File: src/rtl/note_detector.sv
// Square-wave half-period meter; `define NOTE_DETECTOR_MATCH_EN to accept only measurements within 1 of the previous one.
// Latency: valid 3 clk after the first clk edge sampling a new sig_in level; no backpressure, valid is a one-cycle pulse.
module note_detector #(
  parameter int FREQ_W   = 13,
  parameter int MIN_HALF = 2
) (
  input  logic              clk,
  input  logic              rst_n,
  input  logic              sig_in,
  output logic [FREQ_W-1:0] freq,
  output logic              ring,
  output logic              valid
);

  typedef enum logic [1:0] {IDLE, ARMED, LOCKED} state_t;

  localparam logic [FREQ_W-1:0] CNT_MAX = {FREQ_W{1'b1}};
  localparam logic [FREQ_W-1:0] CNT_ONE = FREQ_W'(1);
  localparam logic [FREQ_W-1:0] MIN_CNT = FREQ_W'(MIN_HALF);

  state_t            state;
  logic              sync1, sync2, sync3, edge_p;
  logic [FREQ_W-1:0] cnt;
  logic              hit;
  logic              accept;

  // Edges closer than MIN_HALF to the last accepted edge are glitches; the count keeps running through them.
  assign hit = edge_p && (cnt >= MIN_CNT);

`ifdef NOTE_DETECTOR_MATCH_EN
  logic [FREQ_W-1:0] prev;
  logic [FREQ_W-1:0] diff;
  logic              prev_ok;

  assign diff   = (cnt >= prev) ? (cnt - prev) : (prev - cnt);
  assign accept = prev_ok && (diff <= CNT_ONE);

  // The arming edge from IDLE has no real interval behind it, so it never serves as a partner.
  always_ff @(posedge clk or negedge rst_n) begin
    if (!rst_n) begin
      prev    <= '0;
      prev_ok <= 1'b0;
    end else if (hit) begin
      prev    <= cnt;
      prev_ok <= (state != IDLE);
    end
  end
`else
  assign accept = 1'b1;
`endif

  always_ff @(posedge clk or negedge rst_n) begin
    if (!rst_n) begin
      sync1  <= 1'b0;
      sync2  <= 1'b0;
      sync3  <= 1'b0;
      edge_p <= 1'b0;
      cnt    <= '0;
      state  <= IDLE;
      freq   <= '0;
      ring   <= 1'b0;
      valid  <= 1'b0;
    end else begin
      sync1  <= sig_in;
      sync2  <= sync1;
      sync3  <= sync2;
      edge_p <= sync2 ^ sync3;
      valid  <= 1'b0;

      if (hit) begin
        cnt <= CNT_ONE;
      end else if (cnt != CNT_MAX) begin
        cnt <= cnt + CNT_ONE;
      end

      case (state)
        IDLE: begin
          if (hit) begin
            state <= ARMED;
          end
        end
        ARMED, LOCKED: begin
          if (hit) begin
            if (accept) begin
              freq  <= cnt;
              ring  <= 1'b1;
              valid <= 1'b1;
              state <= LOCKED;
            end
          end else if (cnt == CNT_MAX) begin
            // Tone lost: freq keeps the last accepted value.
            state <= IDLE;
            ring  <= 1'b0;
          end
        end
        default: state <= IDLE;
      endcase
    end
  end

endmodule

File: config.mk
export PLATFORM = sky130hd
export DESIGN_NAME = note_detector
export DESIGN_NICKNAME = d
export VERILOG_FILES = /design/src/rtl/note_detector.sv
export SDC_FILE = /design/constraint.sdc
export NUM_CORES = 1
export LEC_CHECK = 0
export BUFFER_PORTS_ARGS = -buffer_cell sky130_fd_sc_hd__buf_2
export CELL_PAD_IN_SITES_DETAIL_PLACEMENT = 0
export CELL_PAD_IN_SITES_GLOBAL_PLACEMENT = 1
export CORE_MARGIN = 5
export CORE_UTILIZATION = 41
export CTS_BUF_LIST = sky130_fd_sc_hd__clkbuf_8 sky130_fd_sc_hd__clkbuf_16
export DETAILED_ROUTE_END_ITERATION = 10
export MAX_ROUTING_LAYER = met4
export PLACE_DENSITY_LB_ADDON = 0.08
export SYNTH_ARGS = -nofsm -noshare
export SYNTH_HDL_FRONTEND = slang
export SYNTH_SLANG_ARGS = --single-unit
File: constraint.sdc
create_clock -name clk -period 2.3 [get_ports clk]
set_clock_uncertainty 0.2 [all_clocks]
set_input_delay 0.23 -clock clk [delete_from_list [all_inputs] [get_ports clk]]
set_output_delay 0.23 -clock clk [all_outputs]
set_load 0.005 [all_outputs]
==> results of run 1 <==
==> area by class of cell <==
cell class | count | area, sq um
well taps | 48 | 60.1
inverters | 6 | 22.5
clock buffers | 6 | 82.6
repair buffers | 38 | 251
flip-flops and latches | 34 | 851
multi-input cells | 83 | 656
fillers | 342 | 1730
clock inverters | 2 | 8.76
==> flip-flops by register name, indices dropped and copies added, names as in the netlist <==
register / count
cnt: 13
edge_p: 1
freq: 13
ring: 1
state: 2
sync1: 1
sync2: 1
sync3: 1
valid: 1
==> report_power, final <==
group	internal (mW)	switching, mW
Clock	0.237	0.209
Sequential	0.701	0.0530
Combinational	0.357	0.394
Total	1.30	0.656
==> timing repair <==
item	in CTS	in global routing
buffers inserted	1	2
gates resized for setup	2	1
hold buffers	2	0
endpoints found under the setup margin	5	9
hold endpoints to repair	35	0
cloned	0	1
==> synth_stat cells <==
| cell | number |
|---|---|
| nand4_1 | 4 |
| buf_6 | 1 |
| dfrtp_1 | 34 |
| a21oi_1 | 9 |
| and3_1 | 1 |
| nor2_1 | 3 |
| mux2_2 | 5 |
| nor4_1 | 1 |
| buf_12 | 1 |
| and4_1 | 1 |
| nand2_8 | 1 |
| o22ai_1 | 1 |
| nand3_1 | 3 |
| clkbuf_1 | 4 |
| o41ai_1 | 1 |
| nand2_1 | 7 |
| or4_1 | 6 |
| o21a_1 | 1 |
| or3_1 | 6 |
| o31ai_1 | 5 |
| a211oi_1 | 1 |
| a31oi_1 | 1 |
| inv_1 | 6 |
| nor3_1 | 1 |
| o41a_1 | 1 |
| o211ai_1 | 1 |
| xor2_1 | 3 |
| o21ai_0 | 4 |
| or2_2 | 2 |
| mux2_4 | 8 |
| o22a_1 | 1 |
| ha_1 | 3 |
| xnor2_1 | 1 |
==> stage by stage <==
step                      std cells  setup TNS (ps)  total power [mW]
after floorplan                 128           -59.9              1.28
after global placement          203               0              1.42
after detailed placement        203           -29.7              1.45
after CTS                       214           -2.38              1.92
after global routing            217           -89.1              2.06
final                           217               0              1.95
==> worst paths after layout <==
check,cells after the start,to,startpoint,slack (ps)
min reg2reg,0,sync2,sync1,150
min,0,sync2,sync1,150
max in group asynchronous,2,freq[6],rst_n,1060
min in group asynchronous,2,freq[1],rst_n,340
max,5,freq[10],cnt[10],20
max reg2reg,5,freq[10],cnt[10],20
==> cell usage in the layout, fill, tap and decap left out, types with 2 or more instances in the layout <==
| cell type | instances |
|---|---|
| nand3_1 | 3 |
| nor2_1 | 3 |
| mux2_4 | 8 |
| buf_4 | 18 |
| o21ai_0 | 4 |
| dfrtp_1 | 34 |
| nand2_1 | 7 |
| or2_2 | 2 |
| dlygate4sd3_1 | 2 |
| clkbuf_8 | 6 |
| mux2_2 | 5 |
| or4_1 | 4 |
| xor2_1 | 3 |
| a21oi_1 | 9 |
| o31ai_1 | 5 |
| or4_4 | 2 |
| inv_1 | 6 |
| ha_1 | 2 |
| buf_2 | 17 |
| nand4_1 | 4 |
| or3_1 | 6 |
==> layer usage <==
metal,part of all wire (%),vias to the layer above,global-route usage [%],wire length (microns)
met5,0,-,-,0
met4,2.5,0,6.26,82
met3,5.1,9,3.51,166
met2,45,35,20.4,1490
met1,47,559,18.6,1540
li1,-,553,-,-
==> cells by family after synthesis <==
logic type | count (synthesis)
fa+ha+maj | 3
mux | 13
simple gates | 36
compound gates | 26
buf+inv | 12
flops | 34
xor+xnor | 4
==> impl_metrics.csv, run 1 <==
group,metric,value,unit
outcome,status,"complete, no violations",
logic_synthesis,synthAdderAreaFrac,2.42,%
logic_synthesis,synthMuxAreaShare,11.4,%
floorplanning,rows,22,
logic_synthesis,synth.area.top_cells,"dfrtp_1, mux2_4, mux2_2",
power,total_leakage_power,0.952,nW
logic_synthesis,synth_area_leader_cell,"dfrtp_1",
timing,fin_crit,2280,ps
place,place.gp.congestion,0.750,
setup_path,crit_chain,"or4_4, o41a_1, buf_6, nand2_8, mux2_2",
logic_synthesis,synth-compound-area-share,10.7,%
timing,fin_ws,18.6,ps
timing,slew_headroom,49.7,%
logic_synthesis,netlist_area,0.00155,sq mm
timing,hold_viol_final,0,
clocking,ctsRootBufferMaster,"clkbuf_8",
global_route,grt_pass1_wl,5360,microns
setup_path,worstSetupStartpointType,"register",
clocking,cts_inserted_buffers,5,
setup_path,cp_slowest_cell,"or4_4",
floorplanning,dieHeight,71.6,microns
drt,dr_total_vias,1156,
global_route,antenna_found_initial,0,
final_layout,syn2layout_area_growth,24.3,%
timing,max_freq,0.438,GHz
logic_synthesis,synth-simple-area-share,14.1,%
power,powerDensity,1010,mW/mm^2
global_route,grt_usage,14.1,%
drt,drt_first_pass_iters,4,
clocking,clk_path_buf_depth,2,
place,post-place-ws,-8.12,ps
setup_path,cp.arrival,2250,ps
setup_path,cp.required,2270,ps
logic_synthesis,synth_nets,134,
setup_path,cp-end-kind,"register",
setup_path,critical-path-top-delay-family,"simple AND/OR/NAND/NOR gates",
logic_synthesis,synth_top_area_share,54.8,%
floorplanning,ioPinCount,18,
logic_synthesis,synth_top_family_by_area,"simple AND/OR/NAND/NOR gates",
logic_synthesis,post_synth_num_cell_types,33,
place,placed_area,0.00178,sq mm
min_path,holdCritPathClass,"register to register",
floorplanning,dieArea,0.00512,sq mm
logic_synthesis,yosys_warnings,0,
setup_path,path_class,"register to register",
timing,period_share,99.2,%
timing,whs,151,ps
floorplanning,die_x,71.6,microns
place,place_hpwl,2280,microns
drt,vias_per_cell,5.33,
drt,drc,0,
final_layout,final_core_util,52.8,%
setup_path,max_stage_delay,540,ps
drt,ant_nets,0,
timing,rsz0062_at_grt,"true",
drt,drt-initial-drc-count,41,
setup_path,path_max_fanout,8,
clocking,clock_latency,290,ps
logic_synthesis,avgSynthCellArea,12.1,sq um
clocking,htreeDepth,2,
floorplanning,core-area,0.00366,sq mm
final_layout,drive_gt1_share,37.9,%
power,ir_drop,0.449,mV
timing,worst_slew_pin_slew,755,ps
run,cap_violations,0,
timing,report.final.slew_viol_count,0,
clocking,tritoncts,"yes",
final_layout,fin_nets,174,
global_route,grt_max_degree,35,
timing,setup_violations,0,
logic_synthesis,synth-seq-cells,34,
place,io_buffer_count,17,
setup_path,worst-path-buf-inv,1,
clocking,clk_pin_slew,60,ps
drt,wl,3290,microns
final_layout,insertedDiodeCount,0,
final_layout,final_cell_area,0.00193,sq mm
logic_synthesis,synthXorXnorAreaFrac,2.25,%
clocking,cts.sinks,34,
global_route,gr-total-overflow,0,
logic_synthesis,synthCells,128,
global_route,first_global_vias,1104,
logic_synthesis,yosysSeqAreaShare,54.8,%
drt,routedWlPerCell,15.1,microns
floorplanning,initial_utilization,42.4,%
Power figures use the tool's default switching activity.
==> run 2, diff against run 1 <==
BUFFER_PORTS_ARGS = unset   (was -buffer_cell sky130_fd_sc_hd__buf_2)
CORE_UTILIZATION = 44   (was 41)
DONT_BUFFER_PORTS = 1   (was unset)
==> impl_metrics.csv, run 2 (synthesis gave the netlist of run 1 again) <==
group,metric,value,unit
floorplanning,initial_utilization,45.8,%
min_path,holdCritPathClass,"register to register",
drt,drc,0,
floorplanning,die_x,69.4,microns
global_route,grt_pass1_wl,5440,microns
timing,hold_viol_final,0,
timing,fin_crit,2280,ps
final_layout,num-fill-cells,286,
drt,dr_total_vias,1122,
clocking,ctsRootBufferMaster,"clkbuf_8",
setup_path,worstSetupStartpointType,"register",
drt,routedWlPerCell,16.5,microns
timing,report.final.slew_viol_count,0,
setup_path,cp.required,2270,ps
setup_path,max_stage_delay,530,ps
clocking,cts_inserted_buffers,5,
drt,drt_first_pass_iters,4,
place,io_buffer_count,0,
drt,drt-initial-drc-count,59,
final_layout,fin_nets,159,
global_route,first_global_vias,1128,
global_route,gr-total-overflow,0,
place,place_hpwl,2140,microns
setup_path,cp_slowest_cell,"or4_4",
final_layout,final_common_cell,"dfrtp_1",
drt,wl,3300,microns
timing,period_share,99.2,%
place,place.gp.congestion,0.759,
clocking,clock_latency,290,ps
floorplanning,ioPinCount,18,
power,powerDensity,1140,mW/mm^2
timing,slew_headroom,61.1,%
setup_path,path_max_fanout,7,
floorplanning,dieArea,0.00482,sq mm
timing,setup_violations,0,
final_layout,drive_gt1_share,32.5,%
drt,dr_wl_met2,1420,microns
timing,rsz0062_at_grt,"true",
place,dp.cells,184,
setup_path,cp.arrival,2250,ps
setup_path,cp-end-kind,"register",
drt,wl_met1,1620,microns
global_route,antenna_found_initial,0,
clocking,clk_pin_slew,70,ps
timing,whs,152,ps
run,cap_violations,0,
final_layout,final_core_util,57.3,%
final_layout,insertedDiodeCount,0,
floorplanning,core-area,0.00339,sq mm
floorplanning,dieHeight,69.4,microns
drt,top_layer,"met4",
timing,max_freq,0.438,GHz
clocking,tritoncts,"yes",
final_layout,syn2layout_area_growth,25.0,%
global_route,grt_max_degree,35,
clocking,cts.sinks,34,
setup_path,path_class,"register to register",
final_layout,layout_common_cells,"dfrtp_1, buf_4, mux2_4, a21oi_1, nand2_1",
power,ir_drop,0.607,mV
drt,vias_per_cell,5.61,
global_route,grt_usage,14.9,%
floorplanning,rows,21,
clocking,clk_path_buf_depth,2,
clocking,htreeDepth,2,
drt,wl_met3,189,microns
final_layout,largestRegisters,"cnt: 13 flops, freq: 13 flops, state: 2 flops",
outcome,status,"complete, no violations",
final_layout,layoutNonFillerInstCount,200,
timing,final.setup.tns,0,ps
timing,worst_slew_pin_slew,578,ps
setup_path,crit_chain,"or4_4, o41a_1, buf_6, nand2_8, mux2_2",
power,total_leakage_power,0.906,nW
drt,ant_nets,0,
==> run 2: power breakdown <==
group / switching, mW / total, mW / internal [mW]
combinational: 0.404 / 0.765 / 0.361
sequential: 0.0648 / 0.766 / 0.702
clock: 0.218 / 0.680 / 0.462
==> run 2: final timing paths <==
| kind | startpoint | end | slack, ps | cells past startpoint |
|---|---|---|---|---|
| max | cnt[10] | freq[7] | 20 | 5 |
| min | sync1 | sync2 | 150 | 0 |
| max reg2reg | cnt[10] | freq[7] | 20 | 5 |
| min reg2reg | sync1 | sync2 | 150 | 0 |
| max in group asynchronous | rst_n | cnt[7] | 1540 | 2 |
| min in group asynchronous | rst_n | freq[1] | 180 | 2 |
==> run 2: final cells by class <==
| class | count | area (sq um) | share of cell area, % |
|---|---|---|---|
| clock inverter | 2 | 60.1 | 3.09 |
| sequential | 34 | 851 | 43.8 |
| multi-input combinational | 83 | 676 | 34.8 |
| tap | 46 | 57.6 | 2.96 |
| inverter | 6 | 22.5 | 1.16 |
| clock buffer | 6 | 82.6 | 4.25 |
| timing repair buffer | 23 | 194 | 9.98 |
==> run 2: stage by stage <==
stage / area, sq um / worst slack [ps] / power, mW
4_1_cts: 1880 / 1.56 / 2.12
6_report: 1940 / 18.6 / 2.21
2_1_floorplan: 1560 / -7.49 / 1.28
3_5_place_dp: 1690 / 6.82 / 1.40
5_1_grt: 1940 / -44.8 / 2.33
3_3_place_gp: 1690 / 37.4 / 1.38
==> run 2: repair_timing <==
action / 4_1_cts / 5_1_grt
setup endpoints to repair: 5 / 15
setup buffers: 1 / 3
gates resized for setup: 1 / 6
pin swaps: 1 / 0
hold buffers: 3 / 0
cloned: 0 / 1
hold endpoints to repair: 35 / 0
==> run 2: metal layers <==
metal	vias to the layer above	global-route usage, %
met5	-	-
met1	566	18.7
met4	0	8.68
met3	8	4.49
met2	28	21.1
li1	520	-
==> run 2: worst max-delay path, delay by kind of cell (launching register included) <==
| kind | cells | cell delay [ps] |
|---|---|---|
| compound gates | 1 | 470 |
| buf+inv | 1 | 150 |
| flops | 1 | 380 |
| mux | 1 | 340 |
| simple gates | 2 | 620 |
